<file path="src/rtl/sva_thread_scheduler.sv">
// Thread scheduler for the SVA checker: walks every live assertion thread once per sample
// epoch through a shared evaluator (req/ack), then spawns one fresh thread.
module sva_thread_scheduler #(
  parameter int                 MAX_THREADS = 4,
  parameter int                 STATE_W     = 4,
  parameter logic [STATE_W-1:0] START_STATE = '0,
  parameter int                 EPOCH_W     = 8,
  parameter int                 CNT_W       = 16,
  localparam int                SLOT_W      = $clog2(MAX_THREADS)
) (
  input  logic               gclk,
  input  logic               grst,
  input  logic               sample_vld,
  output logic               busy,
  output logic               ev_req,
  output logic [SLOT_W-1:0]  ev_slot,
  output logic [STATE_W-1:0] ev_state,
  output logic [EPOCH_W-1:0] ev_start,
  input  logic               ev_ack,
  input  logic [STATE_W-1:0] ev_next_state,
  input  logic               ev_next_active,
  input  logic [1:0]         ev_result,
  output logic               succ,
  output logic               fail,
  output logic               lazy,
  output logic               done,
  output logic               overrun,
  output logic               spawn_drop,
  output logic [SLOT_W:0]    active_cnt,
  output logic [CNT_W-1:0]   succ_cnt,
  output logic [CNT_W-1:0]   fail_cnt
);

  typedef enum logic [2:0] {IDLE, SCAN, ISSUE, SPAWN, DONE} state_t;

  state_t                   state_q, state_d;
  logic [MAX_THREADS-1:0]   valid_q, valid_d, snap_q;
  logic [STATE_W-1:0]       slot_state_q [MAX_THREADS];
  logic [EPOCH_W-1:0]       slot_start_q [MAX_THREADS];
  logic [SLOT_W:0]          cur_q;
  logic [SLOT_W-1:0]        iss_q;
  logic [EPOCH_W-1:0]       epoch_q;
  logic                     scan_found, free_found, ack_take;
  logic [SLOT_W-1:0]        scan_idx, free_idx, wr_idx;

  function automatic logic [SLOT_W:0] popcnt(input logic [MAX_THREADS-1:0] m);
    logic [SLOT_W:0] c;
    c = '0;
    for (int i = 0; i < MAX_THREADS; i++) c = c + (SLOT_W+1)'(m[i]);
    return c;
  endfunction

  // Walk follows the epoch snapshot; spawn uses the live mask so freed slots are reused.
  always_comb begin
    scan_found = 1'b0;
    scan_idx   = '0;
    free_found = 1'b0;
    free_idx   = '0;
    for (int i = MAX_THREADS-1; i >= 0; i--) begin
      if (snap_q[i] && ((SLOT_W+1)'(i) >= cur_q)) begin
        scan_found = 1'b1;
        scan_idx   = SLOT_W'(i);
      end
      if (!valid_q[i]) begin
        free_found = 1'b1;
        free_idx   = SLOT_W'(i);
      end
    end
  end

  always_comb begin
    state_d  = state_q;
    ev_req   = 1'b0;
    ev_slot  = '0;
    ev_state = '0;
    ev_start = '0;
    case (state_q)
      IDLE:  if (sample_vld) state_d = SCAN;
      SCAN:  state_d = scan_found ? ISSUE : SPAWN;
      ISSUE: begin
        ev_req   = 1'b1;
        ev_slot  = iss_q;
        ev_state = slot_state_q[iss_q];
        ev_start = slot_start_q[iss_q];
        if (ev_ack) state_d = SCAN;
      end
      SPAWN: begin
        if (!free_found) begin
          state_d = DONE;
        end else begin
          ev_req   = 1'b1;
          ev_slot  = free_idx;
          ev_state = START_STATE;
          ev_start = epoch_q;
          if (ev_ack) state_d = DONE;
        end
      end
      DONE:    state_d = IDLE;
      default: state_d = IDLE;
    endcase
  end

  assign ack_take = ev_req && ev_ack;
  assign wr_idx   = (state_q == ISSUE) ? iss_q : free_idx;
  assign busy     = (state_q != IDLE);
  assign done     = (state_q == DONE);

  always_comb begin
    valid_d = valid_q;
    if (ack_take) valid_d[wr_idx] = ev_next_active;
  end

  always_ff @(posedge gclk or posedge grst) begin
    if (grst) begin
      state_q    <= IDLE;
      valid_q    <= '0;
      snap_q     <= '0;
      cur_q      <= '0;
      iss_q      <= '0;
      epoch_q    <= '0;
      succ       <= 1'b0;
      fail       <= 1'b0;
      lazy       <= 1'b0;
      overrun    <= 1'b0;
      spawn_drop <= 1'b0;
      active_cnt <= '0;
      succ_cnt   <= '0;
      fail_cnt   <= '0;
      for (int i = 0; i < MAX_THREADS; i++) begin
        slot_state_q[i] <= '0;
        slot_start_q[i] <= '0;
      end
    end else begin
      state_q    <= state_d;
      valid_q    <= valid_d;
      active_cnt <= popcnt(valid_d);
      overrun    <= sample_vld && (state_q != IDLE);
      spawn_drop <= (state_q == SPAWN) && !free_found;
      succ       <= ack_take && (ev_result == 2'b01);
      fail       <= ack_take && (ev_result == 2'b10);
      lazy       <= ack_take && (ev_result == 2'b11);
      if (state_q == IDLE && sample_vld) begin
        snap_q  <= valid_q;
        cur_q   <= '0;
        epoch_q <= epoch_q + 1'b1;
      end
      if (state_q == SCAN) iss_q <= scan_idx;
      if (state_q == ISSUE && ev_ack) cur_q <= {1'b0, iss_q} + (SLOT_W+1)'(1);
      if (ack_take) begin
        slot_state_q[wr_idx] <= ev_next_state;
        if (state_q == SPAWN) slot_start_q[wr_idx] <= epoch_q;
        if (ev_result == 2'b01 && succ_cnt != '1) succ_cnt <= succ_cnt + 1'b1;
        if (ev_result == 2'b10 && fail_cnt != '1) fail_cnt <= fail_cnt + 1'b1;
      end
    end
  end

endmodule

</file>
<file path="config.mk">
export PLATFORM = sky130hd
export DESIGN_NAME = sva_thread_scheduler
export DESIGN_NICKNAME = d
export VERILOG_FILES = /design/src/rtl/sva_thread_scheduler.sv
export SDC_FILE = /design/constraint.sdc
export NUM_CORES = 1
export LEC_CHECK = 0
export ABC_CLOCK_PERIOD_IN_PS = 4280
export BUFFER_PORTS_ARGS = -buffer_cell sky130_fd_sc_hd__clkbuf_2
export CAP_MARGIN = 0
export CORE_MARGIN = 2
export CORE_UTILIZATION = 52
export DETAILED_ROUTE_END_ITERATION = 16
export MAX_ROUTING_LAYER = met4
export PLACE_DENSITY = 0.79
export SLEW_MARGIN = 40
export SYNTH_ARGS = -nofsm -noshare
export SYNTH_HDL_FRONTEND = slang
export SYNTH_SLANG_ARGS = --single-unit
export TNS_END_PERCENT = 1
</file>
<file path="constraint.sdc">
create_clock -name gclk -period 4.28 [get_ports gclk]
set_clock_uncertainty 0.2 [all_clocks]
set_input_delay 0.428 -clock gclk [delete_from_list [all_inputs] [get_ports gclk]]
set_output_delay 0.428 -clock gclk [all_outputs]
set_load 0.02 [all_outputs]
</file>
==> results.json <==
{
  "outcome": "complete, no violations",
  "cts_num_sinks": 112,
  "synth_area_per_cell_sq_um": 12.71,
  "count_of_hold_fix_buffers_inserted_at_cts": 1,
  "power.share.clock_pct": 18.7,
  "timing.critical_path.required_ps": 4340,
  "maxClockFrequency_mhz": 303.7,
  "antennaDiodeCount": 0,
  "design.final.nets": 504,
  "worst_slew_margin_rel_pct": 44.93,
  "final_worst_path_period_share_pct": 76.93,
  "routed-via-count": 3525,
  "critPathArrivalTime_ps": 3350,
  "syn-instance-count": 421,
  "synthMostInstantiatedCell": "sky130_fd_sc_hd__dfrtp_1",
  "ys_flop_type": "sky130_fd_sc_hd__dfrtp_1",
  "post_synth_most_frequent_cells": "112 x sky130_fd_sc_hd__dfrtp_1, 59 x sky130_fd_sc_hd__mux2_2, 31 x sky130_fd_sc_hd__nand2_1",
  "synthesis.area_sq_mm": 0.005353,
  "via_per_inst": 5.631,
  "slew_viol_final": 0,
  "groute.layer.met3.usage_pct": 2.536,
  "groute.usage.overall_pct": 20.81,
  "clkSlewWorstSetupHoldPaths_ps": 90,
  "number_of_gates_resized_after_cts": 0,
  "die_h_um": 105.5,
  "share_of_synthesized_registers_carrying_an_async_set_or_reset_pct": 100.0,
  "hp-class": "primary input to flip-flop",
  "internal-power_mw": 2.130,
  "finalSetupViolations": 0,
  "globalplace.congestion": 0.9030,
  "cts-root-buf": "sky130_fd_sc_hd__clkbuf_8",
  "pwr_density_cell_mw_per_mm2": 550.9,
  "power.switching_fraction_pct": 35.60,
  "max-vdd-ir-drop_v": 0.0002605,
  "finalHoldViolations": 0,
  "maxCapViolations": 0,
  "min_period_ps": 3292,
  "globalRoute.busiestLayer": "met2",
  "cts-buffers-inserted": 9,
  "ctsHtreeMaxLevel": 3,
  "total_power_mw": 3.308,
  "antenna_found_initial": 0,
  "critPathKind": "flip-flop to flip-flop",
  "groute.layer.met2.usage_pct": 33.13,
  "die_area_sq_mm": 0.01112,
  "power_frac_comb_pct": 34.5,
  "yosys_register_bits": 112,
  "synth-edff-count": 0,
  "post_route_cells_drive_above_1_share_pct": 35.92,
  "final_wirelength_mm": 10.60,
  "hpwlAfterDp_mm": 7.514,
  "p_switching_mw": 1.178,
  "ys_top_cells_by_area": "sky130_fd_sc_hd__dfrtp_1 52%, sky130_fd_sc_hd__mux2_2 12%, sky130_fd_sc_hd__mux4_2 5.0%",
  "postSynthNetCount": 439,
  "port-buffer-count": 67,
  "seq_power_share_pct": 46.8,
  "detail_route.wl_per_cell_um": 16.93,
  "unrepaired_setup_endpoints_after_global_routing": "no",
  "first_global_vias": 3480,
  "drt_first_iter_violations": 191,
  "route.detailed.drc": 0,
  "crit_fanout": 20,
  "std_cell_rows": 37,
  "clock_latency_ps": 370,
  "flow.area_growth_from_synthesis_pct": 12.18,
  "met1_usage_pct": 27.22,
  "grt_pass1_wl_mm": 17.56,
  "ys.warnings.count": 0,
  "netlist.top_cell.by_area": "sky130_fd_sc_hd__dfrtp_1",
  "setup_total_negative_slack_ps": 0,
  "critPathCaptureType": "flip-flop",
  "die_w_um": 105.5,
  "first_pass_iters": 4,
  "synthDistinctLibCells": 52,
  "grt_overflow": 0,
  "drt.antenna.violating_nets": 0,
  "clk_path_buf_depth": 2,
  "portion_of_the_post_synthesis_area_used_by_sequential_elements_pct": 52.36,
  "ios": 68,
  "yosysTopAreaCellShare_pct": 52.36,
  "grt_max_degree": 85,
  "core_area_sq_mm": 0.01014,
  "worst_setup_path_start_kind": "flip-flop",
  "initial_utilization_pct": 52.80,
  "power_leakage_nw": 2.838,
  "tightestPinTransition_ps": 822.4,
  "post-cts-setup-buffer-count": 0,
  "tritoncts": "done"
}
critical path: stages (launching register included):
cell	delay (ps)
sky130_fd_sc_hd__dfrtp_1	370
sky130_fd_sc_hd__buf_4	210
sky130_fd_sc_hd__or3b_4	430
sky130_fd_sc_hd__a41o_1	290
sky130_fd_sc_hd__a211oi_2	180
sky130_fd_sc_hd__nand2b_1	190
sky130_fd_sc_hd__mux2_2	350
sky130_fd_sc_hd__fa_1	500
sky130_fd_sc_hd__ha_1	190
sky130_fd_sc_hd__ha_1	260
stage by stage:
step,hold WS [ps],utilization [%],setup slack [ps],area (sq um),cells
4_1_cts,62.76,59.23,984.8,6005,626
5_1_grt,75.27,59.23,854.4,6005,626
6_report,69.51,59.23,987.6,6005,626
3_3_place_gp,279.9,57.20,1061,5799,610
3_5_place_dp,288.8,57.28,1004,5807,610
2_1_floorplan,273.9,-,693.0,5353,421
registers in the layout (all words and copies together) (netlist names), 2 cells and up:
signal,cells
state_q,3
cur_q,3
fail_cnt,16
valid_q,4
snap_q,4
epoch_q,8
active_cnt,3
iss_q,2
slot_start_q,32
succ_cnt,16
slot_state_q,16
path summary, 6_finish.rpt:
kind	startpoint	endpoint	slack, ps	depth (start not counted)
setup / recovery	state_q[0]	active_cnt[1]	990	9
hold / removal	sample_vld	overrun	70	2
setup reg to reg	state_q[0]	active_cnt[1]	990	9
hold reg to reg	fail_cnt[15]	fail_cnt[15]	300	1
max in group asynchronous	grst	slot_start_q[24]	2490	4
min in group asynchronous	grst	fail_cnt[3]	520	3
per-layer routing:
metal,routed length [um],vias to the layer above,part of all wire (%)
met5,0,-,0
met3,362,20,3.4
met2,5301,85,50
li1,-,1645,-
met4,228,0,2.2
met1,4710,1775,44
power by group through the flow:
stage / combinational [mW] / sequential (mW) / clock, mW
finish: 1.14 / 1.55 / 0.620
global route: 1.25 / 1.59 / 0.673
CTS: 1.16 / 1.55 / 0.634
detailed placement: 1.15 / 1.57 / 0
global placement: 1.11 / 1.54 / 0
floorplan: 0.884 / 1.52 / 0
area by class of cell:
class	instances	area [sq um]
fillers	801	4134
flip-flops and latches	112	2803
multi-input cells	280	2422
repair buffers	72	375.4
well taps	136	170.2
clock buffers	12	145.1
inverters	11	46.29
clock inverters	3	42.54
cells by family (layout without fill, tap and decap cells):
| family | Yosys count | count (layout) | synth area share, % |
|---|---|---|---|
| xor gates and xnor gates | 35 | 35 | 5.727 |
| adders and majority gates | 7 | 7 | 1.777 |
| buffers and inverters | 29 | 98 | 2.478 |
| AOI/OAI and AO/OA | 35 | 35 | 6.078 |
| DFF | 112 | 112 | 52.36 |
| muxes | 73 | 73 | 17.86 |
| and+or+nand+nor | 130 | 130 | 13.72 |
layout by cell type, fill, tap and decap left out, drive strengths merged, types with 4 or more instances in the layout:
cell type  count
xnor2         15
nand2b         7
dfrtp        112
a21oi          8
inv           11
nor2          21
nand4         12
and4           5
mux4          12
o21ai          4
nand2         31
mux2          60
nand3         16
a22o           7
buf            4
ha             6
nor4           4
clkbuf        79
nor2b          6
xor2          20
nor3          13
Power figures use the tool's default switching activity.
